--- src/rtl/frame_checker_pkg.sv ---
// frame_checker_pkg: constants and types shared between the frame generator and the
// frame checker (header layout, test magic, statistics width, frame summary record).
package frame_checker_pkg;

    // Test frame header layout (byte offsets within the frame, fields big-endian)
    localparam logic [31:0] TEST_MAGIC     = 32'h5441_4E4C;
    localparam int unsigned MAGIC_OFFSET   = 14;
    localparam int unsigned SEQ_OFFSET     = 18;
    localparam int unsigned PAYLOAD_OFFSET = 22;

    localparam int unsigned STAT_WIDTH       = 64;
    localparam int unsigned SEQ_WIDTH        = 32;
    localparam int unsigned BYTE_CNT_WIDTH   = 16;
    // Summary id field is sized for the largest supported ID_WIDTH (8)
    localparam int unsigned SUMMARY_ID_WIDTH = 8;

    typedef struct packed {
        logic [SUMMARY_ID_WIDTH-1:0] id;
        logic                        is_test;
        logic                        bad;
        logic [SEQ_WIDTH-1:0]        seq;
        logic [BYTE_CNT_WIDTH-1:0]   bytes;
    } frame_summary_t;

    typedef enum logic [0:0] {
        StIdle,
        StRunning
    } state_e;

endpackage

--- src/rtl/frame_checker_parser.sv ---
// frame_checker_parser: always-ready AXI-Stream sink front end. Tracks frame boundaries,
// extracts the test header on the first beat, accumulates byte count and error flags, and
// emits one registered frame_summary_t per counted frame.
// Optional: FRAME_CHECKER_PAYLOAD_CHECK_EN adds a per-byte payload offset check.
module frame_checker_parser
    import frame_checker_pkg::*;
#(
    parameter int unsigned DATA_WIDTH = 512,
    parameter int unsigned ID_WIDTH   = 3
) (
    input  logic                    clk,
    input  logic                    rst,
    input  logic                    count_en,
    input  logic                    clear,
    input  logic [DATA_WIDTH-1:0]   axis_s_data,
    input  logic [DATA_WIDTH/8-1:0] axis_s_keep,
    input  logic                    axis_s_last,
    input  logic [DATA_WIDTH/8-1:0] axis_s_user,
    input  logic [ID_WIDTH-1:0]     axis_s_id,
    input  logic                    axis_s_valid,
    output logic                    axis_s_ready,
    output frame_summary_t          summary,
    output logic                    summary_valid
);

    localparam int unsigned KEEP_WIDTH = DATA_WIDTH / 8;
    localparam int unsigned CNT_WIDTH  = $clog2(KEEP_WIDTH + 1);

    logic                        accept;
    logic                        first;
    logic [31:0]                 hdr_magic;
    logic [SEQ_WIDTH-1:0]        hdr_seq;
    logic                        hdr_is_test;
    logic [CNT_WIDTH-1:0]        beat_cnt;
    logic [BYTE_CNT_WIDTH-1:0]   base;
    logic                        beat_pay_err;

    logic [SUMMARY_ID_WIDTH-1:0] cur_id;
    logic                        cur_is_test;
    logic [SEQ_WIDTH-1:0]        cur_seq;
    logic                        cur_bad;
    logic                        cur_counted;
    logic [BYTE_CNT_WIDTH-1:0]   cur_bytes;

    logic                        in_frame_q;
    logic [SUMMARY_ID_WIDTH-1:0] id_q;
    logic                        is_test_q;
    logic [SEQ_WIDTH-1:0]        seq_q;
    logic                        bad_q;
    logic                        counted_q;
    logic [BYTE_CNT_WIDTH-1:0]   byte_acc_q;

    // Never backpressures; only held low while reset is asserted
    assign axis_s_ready = ~rst;
    assign accept       = axis_s_valid & axis_s_ready;
    assign first        = accept & ~in_frame_q;

    // Header fields as they would appear on a first beat
    always_comb begin
        hdr_magic = {axis_s_data[MAGIC_OFFSET*8 +: 8], axis_s_data[(MAGIC_OFFSET+1)*8 +: 8],
                     axis_s_data[(MAGIC_OFFSET+2)*8 +: 8], axis_s_data[(MAGIC_OFFSET+3)*8 +: 8]};
        hdr_seq   = {axis_s_data[SEQ_OFFSET*8 +: 8], axis_s_data[(SEQ_OFFSET+1)*8 +: 8],
                     axis_s_data[(SEQ_OFFSET+2)*8 +: 8], axis_s_data[(SEQ_OFFSET+3)*8 +: 8]};
        hdr_is_test = (hdr_magic == TEST_MAGIC) && axis_s_keep[MAGIC_OFFSET+3]
                      && axis_s_keep[SEQ_OFFSET+3];
    end

    // Popcount of keep for the current beat
    always_comb begin
        beat_cnt = '0;
        for (int i = 0; i < KEEP_WIDTH; i++) begin
            beat_cnt = beat_cnt + CNT_WIDTH'(axis_s_keep[i]);
        end
    end

    // Frame offset of byte 0 of the current beat
    assign base = first ? '0 : byte_acc_q;

`ifdef FRAME_CHECKER_PAYLOAD_CHECK_EN
    // Every valid payload byte must carry its own frame offset modulo 256
    always_comb begin
        logic [BYTE_CNT_WIDTH-1:0] off;
        beat_pay_err = 1'b0;
        for (int i = 0; i < KEEP_WIDTH; i++) begin
            off = base + BYTE_CNT_WIDTH'(i);
            if (axis_s_keep[i] && (off >= BYTE_CNT_WIDTH'(PAYLOAD_OFFSET))
                && (axis_s_data[i*8 +: 8] != off[7:0])) begin
                beat_pay_err = 1'b1;
            end
        end
    end
`else
    logic unused_data;
    assign unused_data  = ^axis_s_data;
    assign beat_pay_err = 1'b0;
`endif

    // Merge this beat into the running frame context
    always_comb begin
        cur_id      = first ? SUMMARY_ID_WIDTH'(axis_s_id) : id_q;
        cur_is_test = first ? hdr_is_test : is_test_q;
        cur_seq     = first ? hdr_seq : seq_q;
        // A start while the frame is open disqualifies it from counting
        cur_counted = (first ? count_en : counted_q) & ~clear;
        cur_bad     = (first ? 1'b0 : bad_q) | (|axis_s_user) | (beat_pay_err & cur_is_test);
        cur_bytes   = base + BYTE_CNT_WIDTH'(beat_cnt);
    end

    // Frame context and stage-1 summary register
    always_ff @(posedge clk) begin
        if (rst) begin
            in_frame_q    <= 1'b0;
            id_q          <= '0;
            is_test_q     <= 1'b0;
            seq_q         <= '0;
            bad_q         <= 1'b0;
            counted_q     <= 1'b0;
            byte_acc_q    <= '0;
            summary       <= '0;
            summary_valid <= 1'b0;
        end else begin
            summary_valid <= accept & axis_s_last & cur_counted;
            if (accept) begin
                in_frame_q <= ~axis_s_last;
                id_q       <= cur_id;
                is_test_q  <= cur_is_test;
                seq_q      <= cur_seq;
                bad_q      <= cur_bad;
                counted_q  <= cur_counted;
                byte_acc_q <= cur_bytes;
                if (axis_s_last) begin
                    summary <= '{id: cur_id, is_test: cur_is_test, bad: cur_bad,
                                 seq: cur_seq, bytes: cur_bytes};
                end
            end else if (clear) begin
                counted_q <= 1'b0;
            end
        end
    end

endmodule

--- config.mk ---
export PLATFORM = sky130hd
export DESIGN_NAME = frame_checker_parser
export DESIGN_NICKNAME = d
export VERILOG_FILES = /design/src/rtl/frame_checker_pkg.sv /design/src/rtl/frame_checker_parser.sv
export SDC_FILE = /design/constraint.sdc
export NUM_CORES = 1
export LEC_CHECK = 0
export CORE_AREA = 2 2 276 278
export DETAILED_ROUTE_END_ITERATION = 10
export DIE_AREA = 0 0 278 280
export PLACE_DENSITY = 0.45
export SYNTH_ARGS = -nofsm -noshare
export SYNTH_HDL_FRONTEND = slang
export SYNTH_SLANG_ARGS = --single-unit
--- constraint.sdc ---
create_clock -name clk -period 12.85 [get_ports clk]
set_input_delay 1.285 -clock clk [delete_from_list [all_inputs] [get_ports clk]]
set_output_delay 1.285 -clock clk [all_outputs]
set_load 0.02 [all_outputs]
==> impl_metrics.yaml, run 1 <==
outcome:
  status: "completed"
timing:
  fin_crit_sh: 0.6379
  slew_headroom: 0.2757
  max_freq_mhz: 122.0
  hold_violations: 0
  slew_viol_final: 0
  fin_skew_ps: 13.58
  rsz0062_at_grt: "false"
  tightest_slew_ps: 1085
  finalSetupViolCount: 0
  finalCriticalPeriod_ps: 8197
  finalWorstSetupSlack_ps: 4653
  whs_ps: 451.6
  setup_tns_ps: 0
critical_path:
  r2r-start: "in_frame_q$_SDFFE_PP0N_"
  critical-path-slowest-cell: "or3b_1"
  r2r_end: "summary[8]$_SDFFE_PP0P_"
  cp.required_ps: 13170
  path_max_fanout: 23
  slowest_delay_ps: 650
  worstSetupStartpoint: "axis_s_valid"
  crit_end: "summary[8]$_SDFFE_PP0P_"
  reg2reg_depth: 18
  worst-r2r-setup-slack_ps: 5780
  path_cells: "clkdlybuf4s50_1, buf_4, or3b_1, nand2_1, fa_1, fa_1, fa_1, fa_1, fa_1, fa_1, fa_1, fa_1, inv_1, fa_1, a21o_1, a221o_1, a31oi_4, nor4_1, a311o_1"
  crit_type: "input port to flip-flop"
  arrival_ps: 8520
  cp-end-kind: "flip-flop"
  start_kind: "input port"
  crit_top_cell: "fa_1"
synth:
  avgSynthCellArea_um2: 8.592
  syn_nets: 1529
  synth_top_area_share: 0.3479
  ys.flop_type: "dfxtp_1"
  synth-async-reset-ratio: 0
  ys_warn_count: 0
  synth_top_area_cell: "dfxtp_1"
  synth_area_mm2: 0.006848
  synth_edf_count: 0
  ys_ff_latch: 119
  synthCells: 797
  ys_seq_area_frac: 0.3479
  synth_cell_types: 53
  yosys-top-cells-area: "dfxtp_1 (35%), fa_1 (16%), nand2_1 (8.1%), inv_1 (5.3%), ha_1 (4.9%)"
clock_network:
  clk_latency_ps: 430
  path_clk_slew_ps: 60
  postCtsSetupBuffers: 0
  clockBufferDepth: 2
  cts-root-buf: "clkbuf_16"
  hold_buffers: 0
  post_cts_resized: 0
  cts_htree_levels: 4
  cts_tree: "yes"
  cts-buffers-inserted: 17
  cts_sinks: 119
run:
  maxCapViolCount: 0
die:
  start_util: 0.09107
  fp.dieH_um: 280
  coreArea_mm2: 0.07519
  ioPinCount: 709
  core.rowCount: 101
  dieArea_mm2: 0.07784
  dieWidth_um: 278
global_route:
  grt_max_degree: 48
  grt_pass1_vias: 6665
  grt_overflow: 0
  grtUsageTotal: 0.07470
  antenna_found_initial: 10
  grt_first_pass_wirelength_um: 42430
power:
  power.density_mw_per_mm2: 331.6
  leakagePower_uw: 0.004329
  max-vdd-ir-drop_mv: 0.5858
  report.power.total_uw: 3718
route:
  first_iter_violations: 228
  firstDrtPassIters: 7
  wire_per_inst_um: 14.14
  vias: 6442
  wl_um: 28800
  ant_nets: 0
  vias_per_cell: 3.164
  drc: 0
cells_and_area:
  fin_util: 0.1491
  multi_input_area_mm2: 0.003931
  num-fill-cells: 8456
  nets: 1774
  layout_commonest_cell: "clkdlybuf4s50_1"
  seqCellArea_mm2: 0.002382
  area.growth.synth_to_final_pct: 63.73
  drive_gt1_frac: 0.04554
  mostFrequentLayoutCells: "clkdlybuf4s50_1 (259), nand2_1 (148), dfxtp_1 (119), inv_1 (97), fa_1 (56)"
place:
  pre_cts_ws_ps: 4065
  dpl.hpwl_um: 23740
  port_buffers: 260
  gp_congestion: 0.7705
min_path:
  hold_path.class: "flip-flop to flip-flop"
sequential cells by signal (all words and copies together) (netlist names), 8 cells and up:
name	cells
byte_acc_q	16
id_q	8
summary	58
seq_q	32
routing by layer:
layer / track usage / part of all wire
met1: 0.09574 / 0.46
met2: 0.1208 / 0.46
met3: 0.02140 / 0.060
met4: 0.02315 / 0.026
met5: 0 / 0.0010
synthesized netlist by cell type (4+ instances only):
cell type,number
nand2_1,148
o311ai_0,4
and3_1,9
and2_1,11
nor4_1,20
a22oi_1,6
ha_1,27
nor2_1,35
a21o_1,9
dfxtp_1,119
mux2i_1,14
fa_1,56
a211oi_1,17
nor3_1,13
buf_1,8
o211ai_1,6
o21ai_0,34
a21oi_1,48
buf_2,7
nand4_1,8
clkbuf_1,27
inv_1,97
nand3_1,23
report_power, final:
group	switching, uW	total [uW]	internal [uW]	leakage, uW
clock network	178	510	333	0.000293
logic	1670	2790	1120	0.00307
registers	9.76	415	405	0.000970
total	1860	3720	1860	0.00433
through the flow:
step           instances  instance area (um2)
4_1_cts             2032                11200
3_5_place_dp        2001                10570
6_report            2036                11210
5_1_grt             2033                11200
3_3_place_gp        2001                10570
2_1_floorplan        797                 6848
layout make-up:
class / count / share of cell area
Multi-Input combinational cell: 537 / 0.3506
Timing Repair Buffer: 269 / 0.2379
Sequential cell: 119 / 0.2125
Tap cell: 978 / 0.1091
Clock buffer: 19 / 0.04040
Inverter: 98 / 0.03281
Clock inverter: 12 / 0.01573
Antenna cell: 4 / 0.0008928
kinds of logic (layout without fill, tap and decap cells):
group | after synthesis | after routing | share of synthesized area
compound gates | 148 | 148 | 0.1390
xor+xnor | 4 | 4 | 0.005117
fa+ha+maj | 83 | 83 | 0.2130
buf+inv | 141 | 398 | 0.07966
flops | 119 | 119 | 0.3479
mux | 14 | 14 | 0.02046
other cells | 0 | 4 | 0
simple gates | 288 | 288 | 0.1948
worst max-delay path, delay by kind of cell:
family	cells	cell delay (ps)
AO/OA/AOI/OAI	4	1230
buffers and inverters	3	820
adder cells (fa/ha/maj)	9	4190
AND/OR/NAND/NOR	3	940
worst min-delay path by stage:
stage	startpoint	endpoint	cells after the start	slack, ps
final	byte_acc_q[5]$_SDFFE_PP0N_	byte_acc_q[5]$_SDFFE_PP0N_	2	450
after global routing	byte_acc_q[5]$_SDFFE_PP0N_	byte_acc_q[5]$_SDFFE_PP0N_	2	480
after CTS	summary[39]$_SDFFE_PP0P_	summary[39]$_SDFFE_PP0P_	2	450
after detailed placement	byte_acc_q[5]$_SDFFE_PP0N_	byte_acc_q[5]$_SDFFE_PP0N_	2	440
after global placement	summary[36]$_SDFFE_PP0P_	summary[36]$_SDFFE_PP0P_	2	440
after floorplan	byte_acc_q[3]$_SDFFE_PP0N_	byte_acc_q[3]$_SDFFE_PP0N_	2	430
No activity file was read; power rests on OpenSTA's default activity.
==> inputs of run 2 (changes only) <==
--- a/config.mk
+++ b/config.mk
@@ -5,10 +5,10 @@
 export SDC_FILE = /design/constraint.sdc
 export NUM_CORES = 1
 export LEC_CHECK = 0
-export CORE_AREA = 2 2 276 278
+export CORE_AREA = 2 2 275 277
 export DETAILED_ROUTE_END_ITERATION = 10
-export DIE_AREA = 0 0 278 280
-export PLACE_DENSITY = 0.45
+export DIE_AREA = 0 0 277 279
+export PLACE_DENSITY = 0.47
 export SYNTH_ARGS = -nofsm -noshare
 export SYNTH_HDL_FRONTEND = slang
 export SYNTH_SLANG_ARGS = --single-unit
==> constraint.sdc (replaced) <==
create_clock -name clk -period 7.3 [get_ports clk]
set_input_delay 0.73 -clock clk [delete_from_list [all_inputs] [get_ports clk]]
set_output_delay 0.73 -clock clk [all_outputs]
set_load 0.02 [all_outputs]
==> impl_metrics.yaml, run 2 (same netlist as run 1, synthesis figures left out) <==
outcome:
  status: "completed"
timing:
  rsz0062_at_grt: "false"
  max_freq_mhz: 141.8
  hold_violations: 0
  finalCriticalPeriod_ps: 7055
  finalWorstSetupSlack_ps: 245.4
  fin_crit_sh: 0.9664
  slew_viol_final: 0
  finalSetupViolCount: 0
  slew_headroom: 0.2387
  fin_skew_ps: 9.840
  whs_ps: 456.4
  tightest_slew_ps: 1141
die:
  core.rowCount: 100
  coreArea_mm2: 0.07407
  ioPinCount: 709
  start_util: 0.09245
  fp.dieH_um: 279
  dieArea_mm2: 0.07728
  dieWidth_um: 277
critical_path:
  critPathTopFamily: "adder cells"
  cp.required_ps: 7660
  cp-end-kind: "flip-flop"
  critPathBufInv: 10
  reg2reg_depth: 19
  crit_top_cell: "fa_1"
  r2r_end: "byte_acc_q[14]$_SDFFE_PP0N_"
  worstSetupStartpoint: "axis_s_keep[57]"
  crit_end: "byte_acc_q[14]$_SDFFE_PP0N_"
  worstSetupPathDepth: 25
  worst-r2r-setup-slack_ps: 820
  path_max_fanout: 4
  r2r-start: "in_frame_q$_SDFFE_PP0N_"
  crit_type: "input port to flip-flop"
  arrival_ps: 7420
  start_kind: "input port"
  critical-path-slowest-cell: "fa_1"
  slowest_delay_ps: 590
global_route:
  grt_pass1_vias: 6628
  grt_overflow: 0
  grt_max_degree: 71
  grtUsageTotal: 0.06980
  grt_first_pass_wirelength_um: 40810
  antenna_found_initial: 4
clock_network:
  cts_htree_levels: 4
  path_clk_slew_ps: 60
  cts_tree: "yes"
  cts-root-buf: "clkbuf_16"
  hold_buffers: 0
  cts_sinks: 119
  clockBufferDepth: 2
  clk_latency_ps: 420
  cts-buffers-inserted: 17
route:
  drc: 0
  wire_per_inst_um: 13.26
  vias: 6529
  ant_nets: 0
  firstDrtPassIters: 4
  vias_per_cell: 3.190
  first_iter_violations: 205
  wl_um: 27150
power:
  leakagePower_uw: 0.004459
  p_int_uw: 4016
  switching_share: 0.4423
  combPwrFrac: 0.775
  max-vdd-ir-drop_mv: 1.212
  p_clk_frac: 0.124
  power.density_mw_per_mm2: 630.3
  seqPwrFrac: 0.101
  p_switching_uw: 3185
cells_and_area:
  largest-register: "summary"
  top_regs: "summary x58, seq_q x32, byte_acc_q x16"
  multi_input_area_mm2: 0.003986
  drive_gt1_frac: 0.07707
  mostFrequentLayoutCells: "clkdlybuf4s50_1 (253), nand2_1 (148), dfxtp_1 (119), inv_1 (94), fa_1 (53)"
  seqCellArea_mm2: 0.002382
  nets: 1796
  fin_util: 0.1543
  largest_register_ffs: 58
  area.growth.synth_to_final_pct: 66.86
  num-fill-cells: 8422
  layout_commonest_cell: "clkdlybuf4s50_1"
run:
  maxCapViolCount: 0
place:
  port_buffers: 260
  gp_congestion: 0.7786
  dpl.hpwl_um: 21840
  pre_cts_ws_ps: -415.6
min_path:
  hold_path.class: "flip-flop to flip-flop"
## run 2: cell types whose count changed in the layout (fill, tap and decap cells not counted), sizes merged
| cell | change |
|---|---|
| buf | +22 |
| clkdlybuf4s50 | -6 |
| dlygate4sd2 | +6 |
| clkbuf | +4 |
| clkinvlp | -3 |
| diode | -3 |
| inv | +2 |
| bufinv | -1 |
| clkinv | -1 |
## run 2: through the flow
| step | power (uW) | TNS [ps] | instance area (um2) | cells |
|---|---|---|---|---|
| global route | 8028 | 0 | 11420 | 2046 |
| detailed placement | 6186 | -4742 | 10740 | 2013 |
| global placement | 6136 | -5006 | 10740 | 2013 |
| CTS | 7216 | 0 | 11400 | 2046 |
| finish | 7202 | 0 | 11430 | 2047 |
| floorplan | 4084 | 0 | 6848 | 797 |
## run 2: area by class of cell
class                           instances  area share
Sequential cell                       119      0.2085
Multi-Input combinational cell        537      0.3489
Timing Repair Buffer                  291      0.2498
Antenna cell                            1   0.0002190
Tap cell                              969      0.1061
Clock inverter                          9     0.01226
Inverter                               98     0.03241
Clock buffer                           23     0.04183
## run 2: what timing repair did
item,in CTS,in global routing
endpoints found under the setup margin,1,12
buffers inserted,1,0
endpoints found under the hold margin,0,0
pin swaps,20,10
gates resized for setup,21,5
## run 2: worst min path at each step
stage | start | end | depth (start not counted)
floorplan | byte_acc_q[3]$_SDFFE_PP0N_ | byte_acc_q[3]$_SDFFE_PP0N_ | 2
global placement | summary[35]$_SDFFE_PP0P_ | summary[35]$_SDFFE_PP0P_ | 2
detailed placement | summary[43]$_SDFFE_PP0P_ | summary[43]$_SDFFE_PP0P_ | 2
CTS | summary[43]$_SDFFE_PP0P_ | summary[43]$_SDFFE_PP0P_ | 2
global route | summary[17]$_SDFFE_PP0P_ | summary[17]$_SDFFE_PP0P_ | 2
finish | summary[41]$_SDFFE_PP0P_ | summary[41]$_SDFFE_PP0P_ | 2
## run 2: power groups by stage
stage                     logic, uW  clock network (uW)  registers, uW
after CTS                      5560                 921            731
after global placement         5390                   0            743
after floorplan                3320                   0            760
final                          5580                 892            731
after global routing           6340                 956            735
after detailed placement       5440                   0            745
## run 2: layer usage
metal | track usage | vias up | wire, um
met4 | 0.01853 | 4 | 359
met1 | 0.08389 | 3089 | 11550
met3 | 0.02067 | 23 | 1709
met5 | 0 | - | 30
li1 | - | 3207 | -
met2 | 0.1208 | 206 | 13500
## run 2: tightest hold or removal path, stage by stage, from the launching register on
cell and delay [ps]:
dfxtp_1 300, o21ai_0 60, nand2_1 50
